## config.mk

```make
export PLATFORM = sky130hd
export DESIGN_NAME = bin2bcd16
export DESIGN_NICKNAME = d
export VERILOG_FILES = /design/src/rtl/bin2bcd16.sv
export SDC_FILE = /design/constraint.sdc
export NUM_CORES = 1
export LEC_CHECK = 0
export BUFFER_PORTS_ARGS = -buffer_cell sky130_fd_sc_hd__clkbuf_2
export CAP_MARGIN = 20
export CORE_MARGIN = 2
export CORE_UTILIZATION = 50
export CTS_CLUSTER_DIAMETER = 200
export DETAILED_ROUTE_END_ITERATION = 6
export PLACE_DENSITY = 0.71
export SETUP_SLACK_MARGIN = 0.5
export SYNTH_ARGS = -nofsm -noshare
export SYNTH_HDL_FRONTEND = slang
export SYNTH_SLANG_ARGS = --single-unit
```

## constraint.sdc

```tcl
create_clock -name clk -period 3.25 [get_ports clk]
set_clock_uncertainty 0.2 [all_clocks]
set_input_delay 0.325 -clock clk [delete_from_list [all_inputs] [get_ports clk]]
set_output_delay 0.325 -clock clk [all_outputs]
set_load 0.05 [all_outputs]
```

## src/rtl/bin2bcd16.sv

```systemverilog
// bin2bcd16 - sequential 16-bit binary to 4-digit packed BCD converter.
// Uses double-dabble, one bit per clock. A conversion takes 16 cycles and
// back-to-back throughput is one conversion per 17 cycles. bcd/ovf are held
// registers that change only on the done edge or on reset.
// Build option: BIN2BCD_SATURATE_EN selects the display shown for values
// above 9999. Defined: 16'h9999. Undefined: 16'hEEEE.
//
// state | meaning
// IDLE  | waiting for start; bcd/ovf hold the last result
// SHIFT | 16 add-3/shift steps in progress, busy=1
`timescale 1ns/1ps

module bin2bcd16 #(
  parameter logic [15:0] RESET_BCD = 16'h0000
) (
  input  logic        clk,
  input  logic        rst_n,
  input  logic [15:0] bin,
  input  logic        start,
  output logic        busy,
  output logic        done,
  output logic        ovf,
  output logic [15:0] bcd
);

`ifdef BIN2BCD_SATURATE_EN
  localparam logic [15:0] OVF_PAT = 16'h9999;
`else
  localparam logic [15:0] OVF_PAT = 16'hEEEE;
`endif

  typedef enum logic {IDLE, SHIFT} state_t;

  state_t      r_state;
  state_t      w_state_nxt;
  logic        w_accept;
  logic        w_last;

  logic [15:0] r_shift;
  logic [15:0] r_scratch;
  logic [4:0]  r_cnt;
  logic        r_ovf_pend;
  logic [15:0] r_bcd;
  logic        r_ovf;
  logic        r_done;

  logic [15:0] w_adj;
  logic [15:0] w_scratch_nxt;
  logic        w_ovf_fin;

  // State register.
  always_ff @(posedge clk or negedge rst_n) begin
    if (!rst_n) r_state <= IDLE;
    else        r_state <= w_state_nxt;
  end

  // Next state; start is only looked at in IDLE, so it is ignored while busy
  // and on the edge where the last step completes.
  always_comb begin
    w_state_nxt = r_state;
    w_accept    = 1'b0;
    w_last      = 1'b0;
    case (r_state)
      IDLE: begin
        if (start) begin
          w_accept    = 1'b1;
          w_state_nxt = SHIFT;
        end
      end
      SHIFT: begin
        if (r_cnt == 5'd15) begin
          w_last      = 1'b1;
          w_state_nxt = IDLE;
        end
      end
      default: w_state_nxt = IDLE;
    endcase
  end

  // Add-3 correction on every nibble >= 5, all in parallel.
  always_comb begin
    w_adj = r_scratch;
    for (int k = 0; k < 4; k++) begin
      if (r_scratch[4*k +: 4] >= 4'd5)
        w_adj[4*k +: 4] = r_scratch[4*k +: 4] + 4'd3;
    end
  end

  // Shift {scratch, shift} left by one. The carry out of the top nibble can
  // only be set for inputs above 9999, so it is folded into the overflow flag
  // rather than being silently dropped.
  assign w_scratch_nxt = {w_adj[14:0], r_shift[15]};
  assign w_ovf_fin     = r_ovf_pend | w_adj[15];

  // Datapath: capture on accept, one step per SHIFT cycle, publish on the last step.
  always_ff @(posedge clk or negedge rst_n) begin
    if (!rst_n) begin
      r_shift    <= 16'h0000;
      r_scratch  <= 16'h0000;
      r_cnt      <= 5'd0;
      r_ovf_pend <= 1'b0;
      r_bcd      <= RESET_BCD;
      r_ovf      <= 1'b0;
      r_done     <= 1'b0;
    end else begin
      r_done <= w_last;
      if (w_accept) begin
        r_shift    <= bin;
        r_scratch  <= 16'h0000;
        r_cnt      <= 5'd0;
        r_ovf_pend <= (bin > 16'd9999);
      end else if (r_state == SHIFT) begin
        r_scratch <= w_scratch_nxt;
        r_shift   <= {r_shift[14:0], 1'b0};
        r_cnt     <= r_cnt + 5'd1;
        if (w_last) begin
          r_bcd <= w_ovf_fin ? OVF_PAT : w_scratch_nxt;
          r_ovf <= w_ovf_fin;
        end
      end
    end
  end

  assign busy = (r_state == SHIFT);
  assign done = r_done;
  assign ovf  = r_ovf;
  assign bcd  = r_bcd;

endmodule

```

* Word level (Yosys, flattened, before mapping)
Index checks and enable logic that the tools add are counted.
** Operators by class
- Bitwise logic cells :: 3
- Muxes and demuxes :: 17
- Add/sub/neg operators :: 5
- Reduce and logical (&&, ||, !) cells :: 2
- Eq/ne operators :: 1
- Order comparisons :: 5
** Operators by type and width (count)
- 16-bit two-way mux :: 5
- 4-bit by 2-bit adder with 4-bit output, second input constant :: 4
- 4-bit by 3-bit >= comparator with 1-bit output, second input constant :: 4
- 16-bit by 14-bit > comparator with 1-bit output, second input constant :: 1
- 4-bit two-way mux :: 4
- 5-bit two-way mux :: 2
- 5-bit by 1-bit adder with 5-bit output, second input constant :: 1
- 5-bit by 4-bit equality test with 1-bit output, second input constant :: 1
- 1-bit two-way mux :: 5
- 3-bit AND reduction :: 1
- 1-bit NOT :: 2
- 1-bit one-hot mux with 2 select lines :: 1
- 2-bit nonzero test :: 1
- 1-bit OR :: 1
** Storage, ports and cells
- Bits in registers :: 57
- Bits of input ports :: 19
- Output and inout bits :: 19

* Longest topological paths before layout
- Depth in word-level cells :: 4
- Mapped depth :: 8
- Depth with buffers taken out :: 7

* Least setup slack after synthesis
OpenSTA, ideal clock, no wires.
- Path type :: register -> register
- From :: register r_cnt[0]
- To :: register r_bcd[10] (netlist: bcd[10])
- Slack :: 1.368 ns
- Buffers on the path :: 1
- Period minus slack after synthesis :: 1.882 ns
- Stages on the path, launching flop included :: 9
- Required time :: 2.920 ns
- Data arrival time :: 1.552 ns
- Cell sequence :: dfrtp_1 ha_1 and3_1 ha_1 nand2_4 clkinv_1 buf_2 nor2_1 a31oi_1
** On the way
- Cells in the longest elaborated chain, start to end :: 4
** Ends and longest elaborated chain
- from (decl) :: line 41 : logic [4:0] r_cnt;
- from (signal assigned) :: line 115 : r_cnt <= r_cnt + 5'd1;
- 5-bit by 4-bit equality test with 1-bit output :: line 71 : if (r_cnt == 5'd15) begin
- 1-bit two-way mux :: line 71
- 1-bit two-way mux :: line 63 : case (r_state)
- 3-bit AND reduction (no source line)
- to (signal assigned) :: line 117 : r_bcd <= w_ovf_fin ? OVF_PAT : w_scratch_nxt;
- to (decl) :: line 43 : logic [15:0] r_bcd;
No other way between the ends.
A chain may end at the register's enable or synchronous reset.

* Worst setup path in the final report
Same ends and word-level chain as after synthesis.

==> results.toml <==
[floorplanning]
num_rows = 27
core_region_area_sq_mm = 0.005439
die_y_um = 78.69
ios = 38
die_w_um = 78.69
die_area_sq_mm = 0.006191
start_util = 0.5128

[layout]
n_fill_cell = 474
drive_gt1_frac = 0.1987
mostFrequentLayoutCell = "dfrtp_1"
nNetsFinal = 341
most-common-layout-cells = "56 x dfrtp_1, 40 x nand2_1, 37 x clkbuf_2, 31 x mux2i_1, 25 x o21ai_0"
area_growth_syn_to_layout_pct = 15.61
diodes = 0

[min_path]
worstHoldPathType = "in -> reg"
worstHoldEndpoint = "r_shift[0]"
hold_depth = 3
min_from = "bin[0]"

[clocking]
cts_tree = "done"
clk_path_buf_depth = 2
cts_sinks = 57
htree_levels = 3
cts_resized = 0
cts-buffers-inserted = 9
cts-root-buf = "clkbuf_8"
cts.clk_slew.worst_paths_ns = 0.06
clk_latency_ns = 0.33

[timing]
post-route-min-period_ns = 2.323
min_period_over_period = 0.7147
fmax_ghz = 0.4305
timing.final.hold_violations = 0
report.final.slew_viol_count = 0
finalSetupTns_ns = 0
relSlewSlack = 0.5761
rsz0062_at_grt = "false"
setup_viol = 0
tightest_slew_ns = 0.6358

[critical_path]
crit_type = "reg -> reg"
required_ns = 3.24
r2r_start = "r_cnt[0]"
start_kind = "flop"
cp_data_arrival_time_ns = 2.31
rr_endpoint = "bcd[10]"
ff2ff_path_depth = 7
worstSetupEndpointType = "flop"
r2r_setup_slack_ns = 0.93
cp_max_fo = 26

[yosys]
yosys.cell_types.count = 31
seq_area_frac_synth = 0.5114
netlist_area_sq_mm = 0.002789
synthesis.nets = 302
yosys_warnings = 0
syn_inst = 273
syn_area_per_cell_sq_um = 10.22
synth-seq-cells = 57

[global_routing]
grt_pass1_vias = 2036
grt_pass1_wl_um = 9280
grt_overflow = 0
antenna_found_initial = 0
grt_usage = 0.1945
grt_max_degree = 48

[run_status]
outcome = "completed"

[drt]
via_count = 2043
route.detailed.drc = 0
wirelength_um = 5314
firstDrtPassIters = 4
viasPerCell = 5.252
postRouteAntennaNets = 0
drtIter0Drc = 92
wl_per_cell_um = 13.66

[placed_design]
hpwl_um = 3636
numPortBuffers = 37
place.gp.congestion = 0.8076

[power_and_ir_drop]
vdd_drop_max_uv = 636.2
p_per_area_mw_per_mm2 = 1069
p_leak_uw = 0.001605
power_uw = 3448

[run]
maxCapViolations = 0
[where the power goes]
group          internal (uW)  total (uW)  switching, uW
Combinational            555        1550            991
Sequential              1020        1270            253
Clock                    358         632            274
[worst max-delay path by stage]
stage / startpoint / end / cells after the start / slack, ns
floorplan: r_cnt[0] / bcd[10] / 8 / 1.37
global placement: r_cnt[0] / bcd[13] / 7 / 0.98
detailed placement: r_cnt[0] / bcd[10] / 7 / 0.94
CTS: r_cnt[0] / bcd[10] / 7 / 0.92
global route: r_cnt[0] / bcd[0] / 7 / 0.76
finish: r_cnt[0] / bcd[10] / 7 / 0.93
[per-layer routing]
| layer | vias up | GRT usage | part of all wire |
|---|---|---|---|
| li1 | 1025 | - | - |
| met1 | 961 | 0.2509 | 0.50 |
| met2 | 51 | 0.3017 | 0.44 |
| met3 | 6 | 0.08391 | 0.060 |
| met4 | 0 | 0.04912 | 0.0079 |
| met5 | - | 0 | 0 |
[logic make-up after synthesis]
| kind of cell | Yosys count | synth area share |
|---|---|---|
| multiplexers | 35 | 0.1274 |
| XOR/XNOR | 5 | 0.01570 |
| AND/OR/NAND/NOR | 79 | 0.1283 |
| AO/OA/AOI/OAI | 63 | 0.1337 |
| adder cells (fa/ha/maj) | 10 | 0.04486 |
| buffers and inverters | 24 | 0.03858 |
| flip-flops | 57 | 0.5114 |
[critical path: stages, from the launching register on]
cell,delay (ns)
dfrtp_1,0.40
ha_1,0.23
and3_1,0.19
ha_1,0.22
nand2_4,0.12
clkinv_1,0.51
nor2_1,0.25
a31oi_1,0.06
[stage by stage]
step / hold slack, ns / std cells / util / area (sq um) / worst slack [ns]
2_1_floorplan: -0.1706 / 273 / - / 2789 / 1.368
3_3_place_gp: 0.1814 / 372 / 0.5556 / 3022 / 0.9809
3_5_place_dp: 0.1731 / 372 / 0.5556 / 3022 / 0.9375
4_1_cts: 0.04672 / 389 / 0.5928 / 3224 / 0.9202
5_1_grt: 0.06293 / 389 / 0.5928 / 3224 / 0.7566
6_report: 0.05671 / 389 / 0.5928 / 3224 / 0.9272
[sequential cells by signal, indices dropped and copies added, names as in the netlist]
register and cells:
done 1, r_scratch 16, r_ovf_pend 1, r_cnt 5, ovf 1, r_shift 16
busy 1, bcd 16
[final cells by class]
type | instances | area, sq um | area share
timing repair buffer | 41 | 217.7 | 0.06752
multi-input combinational | 192 | 1255 | 0.3892
inverter | 11 | 41.29 | 0.01281
clock buffer | 14 | 182.7 | 0.05666
tap | 72 | 90.09 | 0.02794
sequential | 57 | 1428 | 0.4428
clock inverter | 2 | 10.01 | 0.003104
[synthesized netlist by cell type (all sizes together)]
library cell	instances	area, sq um
xnor2	5	43.79
clkbuf	2	7.510
nor4	1	6.260
inv	10	37.54
o31ai	7	57.55
nor2b	1	6.260
a31oi	13	81.33
nand3	2	10.01
a21oi	11	58.81
nor3b	8	60.06
o21ai	27	135.1
and3	1	6.260
mux2i	31	310.3
nand2	41	161.4
dfrtp	57	1426
a21o	3	22.52
nor2	19	71.32
mux2	4	45.04
nor3	1	5.000
clkinv	1	3.750
a22o	1	8.760
nand2b	5	31.28
buf	11	58.81
ha	10	125.1
o31a	1	8.760
[repair_timing]
| item | CTS | global route |
|---|---|---|
| endpoints found under the hold margin | 25 | 0 |
| hold buffers | 1 | 0 |
| buffers inserted | 0 | 0 |
| endpoints found under the setup margin | 0 | 0 |
No activity file was read; power rests on OpenSTA's default activity.
